`src/rtl/cmp_run_monitor.sv`:
```
// Run-completion monitor: watches each node's fetched instruction for END_INST, times the run,
// holds a flush window, then reports done or timeout. All outputs are registered.
module cmp_run_monitor #(
  parameter int              NUM_NODES    = 4,
  parameter int              INST_W       = 32,
  parameter int              CNT_W        = 32,
  parameter logic [INST_W-1:0] END_INST   = '0,
  parameter int              FLUSH_CYCLES = 5,
  parameter longint unsigned TIMEOUT      = 500,
  parameter bit              STICKY       = 1'b1
) (
  input  logic                         clk,
  input  logic                         reset,
  input  logic [NUM_NODES*INST_W-1:0]  node_inst,
  output logic [NUM_NODES-1:0]         node_done,
  output logic [NUM_NODES*CNT_W-1:0]   node_end_cycle,
  output logic [CNT_W-1:0]             cycle_count,
  output logic [CNT_W-1:0]             run_cycles,
  output logic                         flush_active,
  output logic                         run_done,
  output logic                         timeout,
  output logic [1:0]                   state
);

  typedef enum logic [1:0] {
    S_RUN     = 2'b00,
    S_FLUSH   = 2'b01,
    S_DONE    = 2'b10,
    S_TIMEOUT = 2'b11
  } state_t;

  localparam logic [CNT_W-1:0] TO_LAST = CNT_W'(TIMEOUT - 1);
  localparam int               FL_W    = (FLUSH_CYCLES > 1) ? $clog2(FLUSH_CYCLES) : 1;
  localparam logic [FL_W-1:0]  FL_LOAD = FL_W'((FLUSH_CYCLES > 0) ? FLUSH_CYCLES - 1 : 0);

  state_t                 state_q;
  state_t                 state_d;
  logic [FL_W-1:0]        flush_cnt;
  logic [NUM_NODES-1:0]   hit;
  logic                   all_end;
  logic                   counting;
  logic                   flush_d;
  logic                   done_d;
  logic                   timeout_d;

  always_comb begin
    hit = '0;
    for (int i = 0; i < NUM_NODES; i++) begin
      hit[i] = (node_inst[i*INST_W +: INST_W] == END_INST);
    end
  end

  // Sticky mode counts an earlier latched end; otherwise every node must be at END_INST together.
  assign all_end  = STICKY ? &(node_done | hit) : &hit;
  assign counting = (state_q == S_RUN) || (state_q == S_FLUSH);

  always_ff @(posedge clk) begin
    if (!reset) begin
      state_q      <= S_RUN;
      flush_active <= 1'b0;
      run_done     <= 1'b0;
      timeout      <= 1'b0;
    end else begin
      state_q      <= state_d;
      flush_active <= flush_d;
      run_done     <= done_d;
      timeout      <= timeout_d;
    end
  end

  always_comb begin
    state_d = state_q;
    case (state_q)
      S_RUN: begin
        if (all_end) begin
          state_d = (FLUSH_CYCLES == 0) ? S_DONE : S_FLUSH;
        end else if (cycle_count == TO_LAST) begin
          state_d = S_TIMEOUT;
        end
      end
      S_FLUSH: begin
        if (flush_cnt == '0) begin
          state_d = S_DONE;
        end
      end
      default: state_d = state_q;
    endcase
  end

  // Flags are decoded from the next state so they register alongside it.
  always_comb begin
    flush_d   = (state_d == S_FLUSH);
    done_d    = (state_d == S_DONE);
    timeout_d = (state_d == S_TIMEOUT);
  end

  always_ff @(posedge clk) begin
    if (!reset) begin
      cycle_count    <= '0;
      run_cycles     <= '0;
      node_done      <= '0;
      node_end_cycle <= '0;
      flush_cnt      <= '0;
    end else if (counting) begin
      if (!(&cycle_count)) begin
        cycle_count <= cycle_count + CNT_W'(1);
      end
      for (int i = 0; i < NUM_NODES; i++) begin
        if (hit[i] && !node_done[i]) begin
          node_done[i]                      <= 1'b1;
          node_end_cycle[i*CNT_W +: CNT_W]  <= cycle_count;
        end
      end
      if (state_q == S_RUN) begin
        if (all_end) begin
          run_cycles <= cycle_count;
          flush_cnt  <= FL_LOAD;
        end
      end else if (flush_cnt != '0) begin
        flush_cnt <= flush_cnt - FL_W'(1);
      end
    end
  end

  assign state = state_q;

endmodule

```
`config.mk`:
```
export PLATFORM = sky130hd
export DESIGN_NAME = cmp_run_monitor
export DESIGN_NICKNAME = d
export VERILOG_FILES = /design/src/rtl/cmp_run_monitor.sv
export SDC_FILE = /design/constraint.sdc
export NUM_CORES = 1
export LEC_CHECK = 0
export ABC_AREA = 1
export BUFFER_PORTS_ARGS = -buffer_cell sky130_fd_sc_hd__buf_2
export CAP_MARGIN = 20
export CELL_PAD_IN_SITES_DETAIL_PLACEMENT = 0
export CELL_PAD_IN_SITES_GLOBAL_PLACEMENT = 2
export CORE_MARGIN = 5
export CORE_UTILIZATION = 28
export CTS_CLUSTER_SIZE = 20
export DETAILED_ROUTE_END_ITERATION = 10
export PLACE_DENSITY = 0.95
export SETUP_SLACK_MARGIN = 0.4
export SYNTH_ARGS = -nofsm -noshare
export SYNTH_HDL_FRONTEND = slang
export SYNTH_SLANG_ARGS = --single-unit
```
`constraint.sdc`:
```
create_clock -name clk -period 4.2 [get_ports clk]
set_input_delay 1.26 -clock clk [delete_from_list [all_inputs] [get_ports clk]]
set_output_delay 1.26 -clock clk [all_outputs]
set_load 0.02 [all_outputs]
```
* After elaboration in Yosys (flattened, before gate mapping)
Index checks and enable logic that the tools add are counted.
** Operators by class
- Equal/unequal tests :: 6
- Reductions and logical operators :: 26
- Bitwise operators :: 2
- Multiplexer cells :: 7
- Add/sub/neg operators :: 2
** Operators by type and width (count)
- $logic_not A32 Y1 :: 4
- $add A32 B1 Y32 const B :: 1
- $eq A32 B9 Y1 const B :: 1
- $reduce_and A32 Y1 :: 1
- $reduce_and A2 Y1 :: 5
- $mux W3 :: 3
- $mux W2 :: 3
- $reduce_and A6 Y1 :: 1
- $eq A2 B1 Y1 const B :: 2
- $eq A2 B2 Y1 const B :: 2
- $logic_and A1 B1 Y1 :: 4
- $logic_not A1 Y1 :: 4
- $or A4 B4 Y4 :: 1
- $pmux W2 S2 :: 1
- $reduce_and A4 Y1 :: 1
- $logic_not A3 Y1 :: 1
- $reduce_and A3 Y1 :: 1
- $reduce_bool A3 Y1 :: 1
- $sub A3 B1 Y3 const B :: 1
- $logic_not A2 Y1 :: 1
- $ne A2 B2 Y1 const B :: 1
- $reduce_bool A2 Y1 :: 1
- $logic_or A1 B1 Y1 :: 1
- $not A1 Y1 :: 1
** Word-level totals
- Output and inout bits :: 201
- Flip-flop bits (word level) :: 204
- Logic and storage cells :: 58

* Depth between registers and ports, before layout
- Depth in word-level cells :: 6
- Gate-level depth with buffers :: 13
- Gate-level depth less buffers :: 13

* Worst setup path before layout
No wires, ideal clock.
- Path kind :: input -> register
- Start point :: input node_inst[95]
- End point :: register run_cycles[21]
- Path buffers :: 1
- Arrival time :: 2405 ps
- Path slack :: 1663 ps
- Library setup time :: 132 ps
- Stages on the path :: 13
- Data required time :: 4068 ps
- Cell sequence :: nor2_1 -> nand2_1 -> nor2_1 -> nand2_1 -> nor2_1 -> nor2_1 -> nor2_1 -> nand2_1 -> inv_2 -> nand2_1 -> clkbuf_1 -> nand2_1 -> a21oi_1
** On the way
- Longest elaborated chain between the ends :: 3
** RTL lines
- start: declaration :: RTL line 14 : input logic [NUM_NODES*INST_W-1:0] node_inst,
- $logic_not A32 Y1 :: RTL line 49 : hit[i] = (node_inst[i*INST_W +: INST_W] == END_INST);
- $or A4 B4 Y4 :: RTL line 54 : assign all_end = STICKY ? &(node_done | hit) : &hit;
- $reduce_and A6 Y1 (no source line)
- end signal: assignment :: RTL line 116 : run_cycles <= cycle_count;
- end: declaration :: RTL line 18 : output logic [CNT_W-1:0] run_cycles,
No other way between the ends.
A chain may end at the register's enable or synchronous reset.

* Worst setup path in the final report
- Start point :: register cycle_count[26]
- End point :: output cycle_count[26]
** RTL lines
- start: declaration :: RTL line 17 : output logic [CNT_W-1:0] cycle_count,
- start signal: assignment :: RTL line 106 : cycle_count <= cycle_count + CNT_W'(1);
No word-level cell between the ends.

==> key figures <==
Outcome
  – Run status: complete, no violations

Drt
  – Post-DRT Antenna Nets: 0
  – Routed via count: 8707
  – DR vias/cell: 4.53
  – First-iteration detailed-routing DRC count: approximately 630
  – Drc violations: 0
  – Wire per inst: 17.1 microns
  – Initial DRT Pass Iterations: 7
  – Routed WL: 32.8 mm

Die
  – FP Rows: 64
  – I/O pins: 331
  – Area of the core: 0.0307 sq mm
  – Vert. Die Dim: 187 microns
  – Die area: 0.0348 sq mm
  – Die width: 187 microns
  – Starting density of the core: 0.285

STA
  – Final setup vio count: 0
  – Max Slew Vio Count: 0
  – Setup TNS: 0 ps
  – Final Hold Vio Count: 0
  – Worst-margin pin slew: 958 ps
  – RSZ-0062 raised after global routing: no
  – Fin crit share: 0.675
  – FMAX: 353 MHz
  – Fin crit period: 2830 ps
  – Slew HR: 0.360
  – Clk_skew: 16.1 ps

Placed design
  – IO Port Bufs: 330
  – Placed instance count: 1883
  – Gp weighted congestion: ~0.87
  – Post-DP HPWL: 23.5 mm

Final layout
  – Nets: 1647
  – Commonest cells after routing, fill and taps aside: 329 x buf_2, 204 x dfxtp_1, 187 x a21oi_1
  – Layout Cells excl Fill: 1923
  – ANT cells: 0
  – # fillers: 3330
  – Most common cell after layout, fill and taps aside: buf_2
  – Final core occ: 0.372
  – Layout cells sized above 1: 0.272
  – Layout overhead on the synthesized area: 30.9%

Clock network
  – CTS Buf Count: 24
  – Worst-path clk slew: roughly 60 ps
  – Clk_lat worst skew: 520 ps
  – CTS H-tree depth: 1
  – Clock Sinks: just over 200
  – Hold-fix buffers, CTS: 0
  – CTS root buf: clkbuf_16
  – Post-CTS setup buffer count: 0
  – Post-CTS resize count: 0
  – Deepest clock path buffer count: 3
  – CTS tree: yes

Global routing
  – GRT Total Usage: 0.178
  – Initial antenna violation count: 1
  – Global-route wire length before repair: 50.0 mm
  – Number of global-route vias before repair: 8243
  – Largest net degree at the start of global routing: 76
  – Total gr overflow: 0

Power and ir drop
  – Total Power: 4.06 mW
  – Worst VDD drop: 0.221 mV
  – NetSw: 0.904 mW
  – Flop pwr share: 0.480
  – Power Internal: around 3.2 mW
  – Leak: 4.94 nW
  – Gate power share: 0.039
  – Clock power share: 0.481
  – Switching Fraction: 0.223
  – Power Density: 355 mW/mm^2

Synth
  – Cell Area, Synth: 0.00873 sq mm
  – Seq/Total Area, Yosys: 0.468
  – EDFF count, synth: 0
  – Syn Inst Count: ~1200
  – Ys async rst share: 0
  – Top cell type by total area after synthesis: dfxtp_1
  – Syn Nets: 1353
  – Synthesized area per cell: about 7.2 sq um
  – Post-synth top flop: dfxtp_1
  – Netlist cell types: 29
  – Yosys warnings: 0
  – Synth top area share: 0.468
  – Area contributors post-synth: dfxtp_1 47%, a21oi_1 11%, o21ai_0 8.0%
  – Synth Register Bits: 204

Critical path
  – CP Max Fanout: 12
  – Worst EP arrival: roughly 1600 ps
  – Startpoint class of the critical path: register
  – CP Cell Sequence: buf_2
  – Kind of critical path: reg2out
  – CP startpoint: cycle_count[26]
  – Max incr delay on CP: 770 ps
  – Setup crit end kind: output port
  – Family with the most delay on the worst path: flip-flops
  – Crit path buf inv count: 1
  – CP Data Required Time: between 2000 and 3000 ps
  – Launch point of the worst reg-to-reg path: cycle_count[1]
  – CP max stage cell: dfxtp_1

Flow run
  – Max-Cap Viols: 0

Worst hold path
  – Worst Hold Class: reg2reg
  – Hold Startpoint: node_end_cycle[15]
metrics by stage:
| stage | hold WS [ps] | setup WS, ps | area [sq um] |
|---|---|---|---|
| after floorplan | 437 | 1660 | 8730 |
| after global placement | 429 | 905 | 10700 |
| after detailed placement | 433 | 872 | 10700 |
| after CTS | 442 | 1320 | 11400 |
| after global routing | 459 | 1140 | 11400 |
| final | 440 | 1370 | 11400 |
per-layer routing:
metal,track usage,share of wire,up-vias
met5,0,0,-
met4,0.0328,0.018,0
met3,0.0338,0.054,39
met2,0.287,0.45,229
met1,0.253,0.47,3958
li1,-,-,4481
path summary, 6_finish.rpt:
check	to	slack [ps]	cells past startpoint
worst min-delay path	node_end_cycle[15]	440	2
worst min register to register	node_end_cycle[15]	440	2
worst max register to register	cycle_count[24]	1590	12
worst max-delay path	cycle_count[26]	1370	1
power by group through the flow:
stage                     clock network [mW]  registers, mW  logic [mW]
after detailed placement                   0           1.99       0.157
after global placement                     0           1.99       0.156
final                                   1.95           1.95       0.158
after floorplan                            0           1.99      0.0719
after global routing                    2.09           1.95       0.181
after CTS                               2.02           1.95       0.158
cells by family after synthesis:
kind of cell | share of synthesized area
and+or+nand+nor | 0.200
DFF | 0.468
adders and majority gates | 0.00430
buffers and inverters | 0.123
xor gates and xnor gates | 0.0141
AOI/OAI and AO/OA | 0.190
final cells by class:
| cell class | count | area (sq um) | area share |
|---|---|---|---|
| clock buffer | 33 | 654 | 0.0573 |
| clock inverter | 6 | 66.3 | 0.00581 |
| inverter | 173 | 649 | 0.0569 |
| multi-input combinational | 753 | 3590 | 0.315 |
| sequential | 204 | 4080 | 0.358 |
| tap | 396 | 495 | 0.0434 |
| timing repair buffer | 358 | 1880 | 0.164 |
cells in the mapped netlist, types with 11 or more instances:
library cell  number
dfxtp_1          204
a21oi_1          187
inv_1            167
nand2_1          161
nor2_1           141
o21ai_0          140
clkbuf_1          56
nand3_1           51
buf_2             20
nor3_1            19
nand4_1           14
xor2_1            13
buf_4             11
sequential cells by signal (all words and copies together), names as in the netlist:
register and flops:
node_end_cycle 128, cycle_count 32, run_cycles 32, node_done 4
flush_cnt 3, state 2, flush_active 1, run_done 1
timeout 1
(Power assumes the default switching activity.)
